$ cat src/rtl/uart_rx_ctrl_if.sv
// Host-side bus of the UART receive front-end: divisor programming, frame status,
// FWFT byte FIFO read port, sticky overrun and idle timeout.
//   master : host logic (drives dvsr_in/dvsr_wr/rd/ovr_clr)
//   slave  : uart_rx_ctrl (drives busy/rd_data/rd_valid/overrun/timeout)
interface uart_rx_ctrl_if #(
    parameter int unsigned DVSR_W = 11
);
    logic [DVSR_W-1:0] dvsr_in;
    logic              dvsr_wr;
    logic              busy;
    logic              rd;
    logic [7:0]        rd_data;
    logic              rd_valid;
    logic              overrun;
    logic              ovr_clr;
    logic              timeout;

    modport master (
        output dvsr_in, dvsr_wr, rd, ovr_clr,
        input  busy, rd_data, rd_valid, overrun, timeout
    );

    modport slave (
        input  dvsr_in, dvsr_wr, rd, ovr_clr,
        output busy, rd_data, rd_valid, overrun, timeout
    );
endinterface

$ cat src/rtl/uart_rx_ctrl.sv
// Front-end controller for a 16x-oversampling UART receiver.
// Synchronises rx_pin, generates the s_tick oversample strobe from a programmable
// divisor (applied only between frames), tracks frame activity and buffers received
// bytes in a first-word-fall-through FIFO with a sticky overrun flag.
// Optional feature macro: RX_TIMEOUT_EN (idle timeout counter on host.timeout).
// Ports:
//   clk, reset     : clock, synchronous active-high reset
//   rx_pin         : raw asynchronous serial line
//   rx_sync        : synchronised line to the receiver
//   s_tick         : one-clk oversample strobe to the receiver
//   rx_done_tick   : receiver byte-complete pulse, rx_dout valid with it
//   host           : host bus (uart_rx_ctrl_if.slave)
module uart_rx_ctrl #(
    parameter int unsigned DVSR_W        = 11,
    parameter int unsigned DVSR_RST      = 326,
    parameter int unsigned FIFO_AW       = 2,
    parameter int unsigned TIMEOUT_TICKS = 640
) (
    input  logic       clk,
    input  logic       reset,
    input  logic       rx_pin,
    output logic       rx_sync,
    output logic       s_tick,
    input  logic       rx_done_tick,
    input  logic [7:0] rx_dout,
    uart_rx_ctrl_if.slave host
);

    localparam int unsigned DEPTH = 2 ** FIFO_AW;
    localparam int unsigned CNT_W = FIFO_AW + 1;

    typedef enum logic [1:0] {
        ST_IDLE   = 2'd0,
        ST_FRAME  = 2'd1,
        ST_RELOAD = 2'd2
    } state_t;

    state_t state, state_nxt;

    logic              sync_q1, sync_q2;
    logic [DVSR_W-1:0] dvsr_reg;
    logic [DVSR_W-1:0] dvsr_pend;
    logic              pend;
    logic [DVSR_W-1:0] tick_cnt;

    logic [7:0]         mem [DEPTH];
    logic [FIFO_AW-1:0] wr_ptr, rd_ptr;
    logic [CNT_W-1:0]   count;
    logic               fifo_full, fifo_empty;
    logic               push, pop;
    logic               ovr_q;

    // Two-flop synchroniser; idles high so reset does not look like a start bit
    always_ff @(posedge clk) begin
        if (reset) begin
            sync_q1 <= 1'b1;
            sync_q2 <= 1'b1;
        end else begin
            sync_q1 <= rx_pin;
            sync_q2 <= sync_q1;
        end
    end

    assign rx_sync = sync_q2;

    // State register
    always_ff @(posedge clk) begin
        if (reset) state <= ST_IDLE;
        else       state <= state_nxt;
    end

    // Next-state: a start bit beats a pending divisor so the divisor never changes mid-frame
    always_comb begin
        state_nxt = state;
        case (state)
            ST_IDLE: begin
                if (!sync_q2)  state_nxt = ST_FRAME;
                else if (pend) state_nxt = ST_RELOAD;
            end
            ST_FRAME: begin
                if (rx_done_tick) state_nxt = ST_IDLE;
            end
            ST_RELOAD: state_nxt = ST_IDLE;
            default:   state_nxt = ST_IDLE;
        endcase
    end

    assign host.busy = (state != ST_IDLE);

    // Pending divisor; a write in the reload cycle survives as the next pending value
    always_ff @(posedge clk) begin
        if (reset) begin
            pend      <= 1'b0;
            dvsr_pend <= '0;
        end else if (host.dvsr_wr) begin
            pend      <= 1'b1;
            dvsr_pend <= host.dvsr_in;
        end else if (state == ST_RELOAD) begin
            pend      <= 1'b0;
        end
    end

    // Oversample counter: 0..dvsr_reg, restarted from 0 when a new divisor is applied
    always_ff @(posedge clk) begin
        if (reset) begin
            dvsr_reg <= DVSR_W'(DVSR_RST);
            tick_cnt <= '0;
        end else if (state == ST_RELOAD) begin
            dvsr_reg <= dvsr_pend;
            tick_cnt <= '0;
        end else if (tick_cnt == dvsr_reg) begin
            tick_cnt <= '0;
        end else begin
            tick_cnt <= tick_cnt + DVSR_W'(1);
        end
    end

    assign s_tick = (tick_cnt == dvsr_reg) && (state != ST_RELOAD);

    // FIFO control: a full FIFO still accepts a byte when the host pops in the same cycle
    assign fifo_full  = (count == CNT_W'(DEPTH));
    assign fifo_empty = (count == '0);
    assign pop        = host.rd && !fifo_empty;
    assign push       = rx_done_tick && (!fifo_full || host.rd);

    always_ff @(posedge clk) begin
        if (reset) begin
            wr_ptr <= '0;
            rd_ptr <= '0;
            count  <= '0;
            for (int i = 0; i < int'(DEPTH); i++) mem[i] <= 8'h00;
        end else begin
            if (push) begin
                mem[wr_ptr] <= rx_dout;
                wr_ptr      <= wr_ptr + FIFO_AW'(1);
            end
            if (pop) rd_ptr <= rd_ptr + FIFO_AW'(1);
            case ({push, pop})
                2'b10:   count <= count + CNT_W'(1);
                2'b01:   count <= count - CNT_W'(1);
                default: count <= count;
            endcase
        end
    end

    assign host.rd_data  = mem[rd_ptr];
    assign host.rd_valid = !fifo_empty;

    // Sticky overrun; a drop in the same cycle as a clear keeps the flag set
    always_ff @(posedge clk) begin
        if (reset)                                         ovr_q <= 1'b0;
        else if (rx_done_tick && fifo_full && !host.rd)    ovr_q <= 1'b1;
        else if (host.ovr_clr)                             ovr_q <= 1'b0;
    end

    assign host.overrun = ovr_q;

`ifdef RX_TIMEOUT_EN
    localparam int unsigned TO_W = $clog2(TIMEOUT_TICKS + 1);

    logic [TO_W-1:0] to_cnt;

    // Idle timeout: counts s_ticks while unread data waits and the line is idle
    always_ff @(posedge clk) begin
        if (reset) begin
            to_cnt <= '0;
        end else if (push || pop || (state == ST_IDLE && state_nxt == ST_FRAME)) begin
            to_cnt <= '0;
        end else if (s_tick && state == ST_IDLE && !fifo_empty &&
                     to_cnt != TO_W'(TIMEOUT_TICKS)) begin
            to_cnt <= to_cnt + TO_W'(1);
        end
    end

    assign host.timeout = (to_cnt == TO_W'(TIMEOUT_TICKS));
`else
    assign host.timeout = 1'b0;
`endif

endmodule
$ cat src/flat_wrapper.sv
// flat-port wrapper written by rule: the top's interface ports become plain ports
module uart_rx_ctrl_flat 
#(
    parameter int unsigned DVSR_W        = 11,
    parameter int unsigned DVSR_RST      = 326,
    parameter int unsigned FIFO_AW       = 2,
    parameter int unsigned TIMEOUT_TICKS = 640
)
  (clk, reset, rx_pin, rx_sync, s_tick, rx_done_tick, rx_dout, host_dvsr_in, host_dvsr_wr, host_rd, host_ovr_clr, host_busy, host_rd_data, host_rd_valid, host_overrun, host_timeout);
  uart_rx_ctrl_if #(.DVSR_W(DVSR_W)) host_i ();
  input  logic clk;
  input  logic reset;
  input  logic rx_pin;
  output logic rx_sync;
  output logic s_tick;
  input  logic rx_done_tick;
  input  logic [7:0] rx_dout;
  input wire logic [$bits(host_i.dvsr_in)-1:0] host_dvsr_in;
  input wire logic [$bits(host_i.dvsr_wr)-1:0] host_dvsr_wr;
  input wire logic [$bits(host_i.rd)-1:0] host_rd;
  input wire logic [$bits(host_i.ovr_clr)-1:0] host_ovr_clr;
  output wire logic [$bits(host_i.busy)-1:0] host_busy;
  output wire logic [$bits(host_i.rd_data)-1:0] host_rd_data;
  output wire logic [$bits(host_i.rd_valid)-1:0] host_rd_valid;
  output wire logic [$bits(host_i.overrun)-1:0] host_overrun;
  output wire logic [$bits(host_i.timeout)-1:0] host_timeout;
  assign host_i.dvsr_in = host_dvsr_in;
  assign host_i.dvsr_wr = host_dvsr_wr;
  assign host_i.rd = host_rd;
  assign host_i.ovr_clr = host_ovr_clr;
  assign host_busy = host_i.busy;
  assign host_rd_data = host_i.rd_data;
  assign host_rd_valid = host_i.rd_valid;
  assign host_overrun = host_i.overrun;
  assign host_timeout = host_i.timeout;
  uart_rx_ctrl #(.DVSR_W(DVSR_W), .DVSR_RST(DVSR_RST), .FIFO_AW(FIFO_AW), .TIMEOUT_TICKS(TIMEOUT_TICKS)) u_core (.clk(clk), .reset(reset), .rx_pin(rx_pin), .rx_sync(rx_sync), .s_tick(s_tick), .rx_done_tick(rx_done_tick), .rx_dout(rx_dout), .host(host_i));
endmodule
$ cat config.mk
export PLATFORM = sky130hd
export DESIGN_NAME = uart_rx_ctrl_flat
export DESIGN_NICKNAME = d
export VERILOG_FILES = /design/src/rtl/uart_rx_ctrl_if.sv /design/src/rtl/uart_rx_ctrl.sv /design/src/flat_wrapper.sv
export SDC_FILE = /design/constraint.sdc
export NUM_CORES = 1
export LEC_CHECK = 0
export BUFFER_PORTS_ARGS = -buffer_cell sky130_fd_sc_hd__buf_2
export CORE_AREA = 2 2 82 84
export CTS_CLUSTER_SIZE = 12
export DETAILED_ROUTE_END_ITERATION = 10
export DIE_AREA = 0 0 84 86
export GPL_TIMING_DRIVEN = 0
export PLACE_DENSITY_LB_ADDON = 0.15
export SETUP_SLACK_MARGIN = 0.3
export SYNTH_ARGS = -nofsm -noshare
export SYNTH_HDL_FRONTEND = slang
export SYNTH_SLANG_ARGS = --single-unit
$ cat constraint.sdc
create_clock -name clk -period 2.67 [get_ports clk]
set_input_delay 0.267 -clock clk [delete_from_list [all_inputs] [get_ports clk]]
set_output_delay 0.267 -clock clk [all_outputs]
set_load 0.005 [all_outputs]
==> results of run 1 <==
cell usage in the layout (no fill, tap or decap), types with 5 or more instances in the layout:
| master | synthesis | layout |
|---|---|---|
| dfxtp_1 | 48 | 46 |
| buf_2 | 4 | 41 |
| nor2_1 | 33 | 33 |
| edfxtp_1 | 32 | 32 |
| nand2_1 | 26 | 26 |
| xor2_1 | 23 | 23 |
| and3_1 | 17 | 17 |
| and2_1 | 16 | 16 |
| a21oi_1 | 11 | 11 |
| mux2i_1 | 11 | 11 |
| clkbuf_8 | 0 | 9 |
| mux4_2 | 8 | 8 |
| clkbuf_1 | 5 | 6 |
| nand3_1 | 5 | 5 |
| nor2b_1 | 5 | 5 |
power breakdown:
group / switching (mW) / internal [mW] / leakage (nW) / total (mW)
Sequential: 0.0625 / 1.38 / 0.727 / 1.45
Clock: 0.425 / 0.334 / 0.0901 / 0.759
Combinational: 0.261 / 0.261 / 0.821 / 0.522
how the worst max path moves through the flow:
stage	end	slack, ps	cells past startpoint
after floorplan	u_core.count[2]	420	8
after global placement	u_core.count[2]	330	8
after detailed placement	u_core.count[2]	280	8
after CTS	u_core.count[2]	300	8
after global routing	u_core.mem[0][4]	290	5
final	u_core.count[2]	410	8
kinds of logic after synthesis:
group	share of synthesized area (%)
compound gates	3.35
fa+ha+maj	1.34
simple gates	19.8
other cells	0.112
mux	8.63
flops	57.2
xor+xnor	6.77
buf+inv	2.83
worst max-delay path, stage by stage (launching register included):
cell	delay [ps]
dfxtp_2	340
or4b_4	570
nand2_4	110
ha_4	130
inv_1	50
fa_1	380
xor2_1	160
or3_1	310
a21oi_1	140
area by class of cell:
type	instances	area [um^2]
plain buffers	14	76.3
inverters	5	18.8
well taps	77	96.3
flip-flops and latches	80	1920
clock inverters	6	35.0
fillers	537	2430
clock buffers	10	128
multi-input cells	193	1360
repair buffers	40	208
repair_timing:
action,in CTS,in global routing
setup buffers,0,3
resized for setup,0,4
pin swaps,2,2
setup endpoints to repair,1,1
layer usage:
metal	GRT usage (%)	share of wire, %	vias to the layer above
met1	26.2	47	1061
li1	-	-	1114
met2	29.6	46	53
met5	0	0	-
met4	7.92	1.5	0
met3	3.56	4.8	8
metrics by stage:
stage / util, % / power [mW]
after floorplan: - / 1.81
after global placement: 58.0 / 1.96
after detailed placement: 58.0 / 1.97
after CTS: 60.6 / 2.73
after global routing: 61.2 / 2.87
final: 61.2 / 2.73
==> impl_metrics.yaml, run 1 <==
outcome:
  status: "complete, no violations"
cells_and_area:
  drive_gt1_share_pct: 22.4
  final_cells: 425
  area_delta_synth_final_pct: 14.3
  nets: 372
  largest-register: "u_core.mem"
  largest_reg_flops: 32
  num_antenna_cells: 0
  stdcell_area_mm2: 0.00384
hold_path:
  worstHoldPathCells: 2
  hp-start: "rx_pin"
  hold_end: "u_core.sync_q1"
  hp-class: "in -> reg"
timing:
  fin_setup_tns_ps: 0
  skew_ps: 10.8
  setup_viol: 0
  worst_pin_slew_ps: 893
  finalCritPeriodShare_pct: 84.8
  grt_setup_unrepaired: "true"
  finalHoldViolCount: 0
  maxSlewHeadroom_pct: 40.4
  fin_ws_ps: 406
  fmax_ghz: 0.442
  finalWorstPathRequiredPeriod_ps: 2260
  drv_slew: 0
  hold_slack_ps: 108
route:
  dr.pass1.iters: 4
  ant_nets: 0
  wire_per_inst_um: 14.9
  vias: 2236
  drc: 0
  wl_um: 6340
  viasPerCell: 5.26
  initialDrtViolationCount: 119
place:
  placed_cell_area_mm2: 0.00364
  post-dp-hpwl_um: 4340
  place_congestion: 0.765
  place_inst: 406
  dpl_worst_slack_ps: 284
  io_buffers: 37
clocking:
  max-clock-path-buffers: 2
  hold_buffers: 0
  cts_tree: "yes"
  cts.clk_slew.worst_paths_ps: 80
  numClockSinks: 80
  cts-root-buf: "clkbuf_8"
  clock_latency_ps: 340
  cts_buffers: 9
  h-tree-depth: 3
logic_synthesis:
  synth-async-reset-ratio_pct: 0
  synth.area.top_cells: "dfxtp_1 29%, edfxtp_1 29%, xor2_1 6.0%, mux4_2 5.4%, nor2_1 3.7%"
  avgSynthCellArea_um2: 11.5
  syn-num-nets: 321
  yosysMostFrequentCell: "dfxtp_1"
  ys_ff_latch: 80
  synth_cells: 292
  yosys.area.top_type: "dfxtp_1"
  synth_top_area_share_pct: 28.6
  synth.distinct_cells: 42
  synth_edf_count: 32
  yosysSeqAreaShare_pct: 57.2
  synth_area_mm2: 0.00336
  synthFlopType: "dfxtp_1"
  synth-warning-count: 0
  synth.cells.most_frequent: "48 x dfxtp_1, 33 x nor2_1, 32 x edfxtp_1"
global_routing:
  grt_antenna_before_repair: 0
  grt_pass1_vias: 2171
  grt_pass1_wl_um: 10500
  grt_util_all_layers_pct: 18.9
  gr-total-overflow: 0
  grt_max_degree: 14
setup_path:
  reg2reg_to: "u_core.count[2]"
  critPathCaptureType: "flop"
  cp_max_fo: 5
  crit_type: "reg -> reg"
  timing.rr.start: "u_core.count[1]"
  worst_setup_path_start_kind: "flop"
  required_ps: 2930
  worstRegToRegCells: 8
  arrival_ps: 2530
  critPathLaunch: "u_core.count[1]"
  rrSetupSlack_ps: 410
floorplanning:
  start_util_pct: 53.6
  num_io_pins: 40
  num_rows: 29
  die_h_um: 86
  die_x_um: 84
  core_area_mm2: 0.00628
  fp.dieArea_mm2: 0.00722
power:
  worst_ir_drop_vdd_mv: 0.491
  power_density_mw_per_mm2: 709
  leakage_nw: 1.64
run:
  cap_violations: 0
No activity file was read; power rests on OpenSTA's default activity.
==> run 2, diff against run 1 <==
clock period = 2.3 ns   (was 2.67 ns; I/O delays follow)
==> impl_metrics.yaml, run 2 (synthesis gave the netlist of run 1 again) <==
route:
  ant_nets: 0
  dr.pass1.iters: 4
  vias: 2210
  drc: 0
  wire_per_inst_um: 14.9
  initialDrtViolationCount: 100
  wl_um: 6360
  viasPerCell: 5.16
setup_path:
  critPathCaptureType: "flop"
  crit_type: "reg -> reg"
  worst_setup_path_start_kind: "flop"
  arrival_ps: 2420
  cp_max_fo: 5
  critPathSlowestCell: "or4b_4"
  crit_chain: "or4b_4, nand2_8, ha_4, inv_2, fa_2, xor2_1, or3_1, a21oi_1"
  critical-path-max-stage-delay_ps: 570
  crit_family: "simple AND/OR/NAND/NOR gates"
  required_ps: 2570
  crit_buf_inv: 1
global_routing:
  grt_pass1_vias: 2226
  gr-total-overflow: 0
  grt_util_all_layers_pct: 19.1
  grt_max_degree: 14
  grt_antenna_before_repair: 0
  grt_pass1_wl_um: 10600
cells_and_area:
  largest-register: "u_core.mem"
  largest_reg_flops: 32
  final_common_cell: "dfxtp_1"
  num_antenna_cells: 0
  area_delta_synth_final_pct: 17.6
  nets: 375
  stdcell_area_mm2: 0.00396
  final_util_pct: 63.0
  final_cells: 428
  final_cell_mix: "44 x dfxtp_1, 41 x buf_2, 33 x nor2_1"
  fillCellCount: 507
  drive_gt1_share_pct: 25.4
floorplanning:
  core_area_mm2: 0.00628
  num_rows: 29
  die_x_um: 84
  start_util_pct: 53.6
  num_io_pins: 40
  die_h_um: 86
  fp.dieArea_mm2: 0.00722
clocking:
  cts_tree: "yes"
  cts-root-buf: "clkbuf_8"
  numClockSinks: 80
  hold_buffers: 0
  max-clock-path-buffers: 2
  clock_latency_ps: 350
  cts.clk_slew.worst_paths_ps: 70
  cts_buffers: 9
  h-tree-depth: 3
timing:
  fin_ws_ps: 141
  finalCritPeriodShare_pct: 93.9
  finalWorstPathRequiredPeriod_ps: 2160
  fmax_ghz: 0.463
  grt_setup_unrepaired: "true"
  setup_viol: 0
  drv_slew: 0
  skew_ps: 9.83
  worst_pin_slew_ps: 575
  fin_setup_tns_ps: 0
  maxSlewHeadroom_pct: 61.6
  finalHoldViolCount: 0
run:
  cap_violations: 0
place:
  place_congestion: 0.733
  placed_cell_area_mm2: 0.00366
  dpl_worst_slack_ps: 56.8
  io_buffers: 37
  place_inst: 406
  post-dp-hpwl_um: 4240
outcome:
  status: "complete, no violations"
power:
  worst_ir_drop_vdd_mv: 0.552
  power_density_mw_per_mm2: 862
  leakage_nw: 1.69
hold_path:
  hp-class: "in -> reg"
## run 2: cell count changes in the layout (fill, tap and decap cells not counted), sizes merged
cell    delta
buf        +3
bufinv     +1
clkbuf     +1
clkinv     -2
## run 2: layer usage
layer  GRT usage, %  share of wire (%)
met1           25.7                 49
met2           30.0                 46
met3           3.75                3.1
met4           8.94                2.0
met5              0                  0
## run 2: layout make-up
class,count,area [um^2],area share [%]
buffer,14,76.3,1.93
timing repair buffer,43,230,5.82
multi-input combinational,193,1390,35.1
clock buffer,11,163,4.11
tap,77,96.3,2.44
sequential,80,1930,48.8
inverter,5,18.8,0.475
clock inverter,5,51.3,1.30
## run 2: timing repair
action                     in CTS  in global routing
setup endpoints to repair      10                 19
pin swaps                       4                  4
buffers inserted                5                  1
resized for setup               3                  7
## run 2: path summary, 6_finish.rpt
path              startpoint         endpoint  slack, ps  cells past startpoint
min                   rx_pin   u_core.sync_q1         60                      2
min reg2reg   u_core.sync_q1   u_core.rx_sync        410                      1
max reg2reg  u_core.count[0]  u_core.count[2]        140                      8
max          u_core.count[0]  u_core.count[2]        140                      8
## run 2: per-stage QoR
stage | total power, mW | hold WS [ps]
2_1_floorplan | 2.12 | 327
3_3_place_gp | 2.29 | 388
3_5_place_dp | 2.31 | 393
4_1_cts | 3.42 | 48.6
5_1_grt | 3.58 | 54.2
6_report | 3.41 | 64.4
## run 2: power by group
part | total [mW] | internal, mW | switching, mW
sequential | 1.68 | 1.61 | 0.0698
clock | 1.09 | 0.592 | 0.498
combinational | 0.640 | 0.327 | 0.313
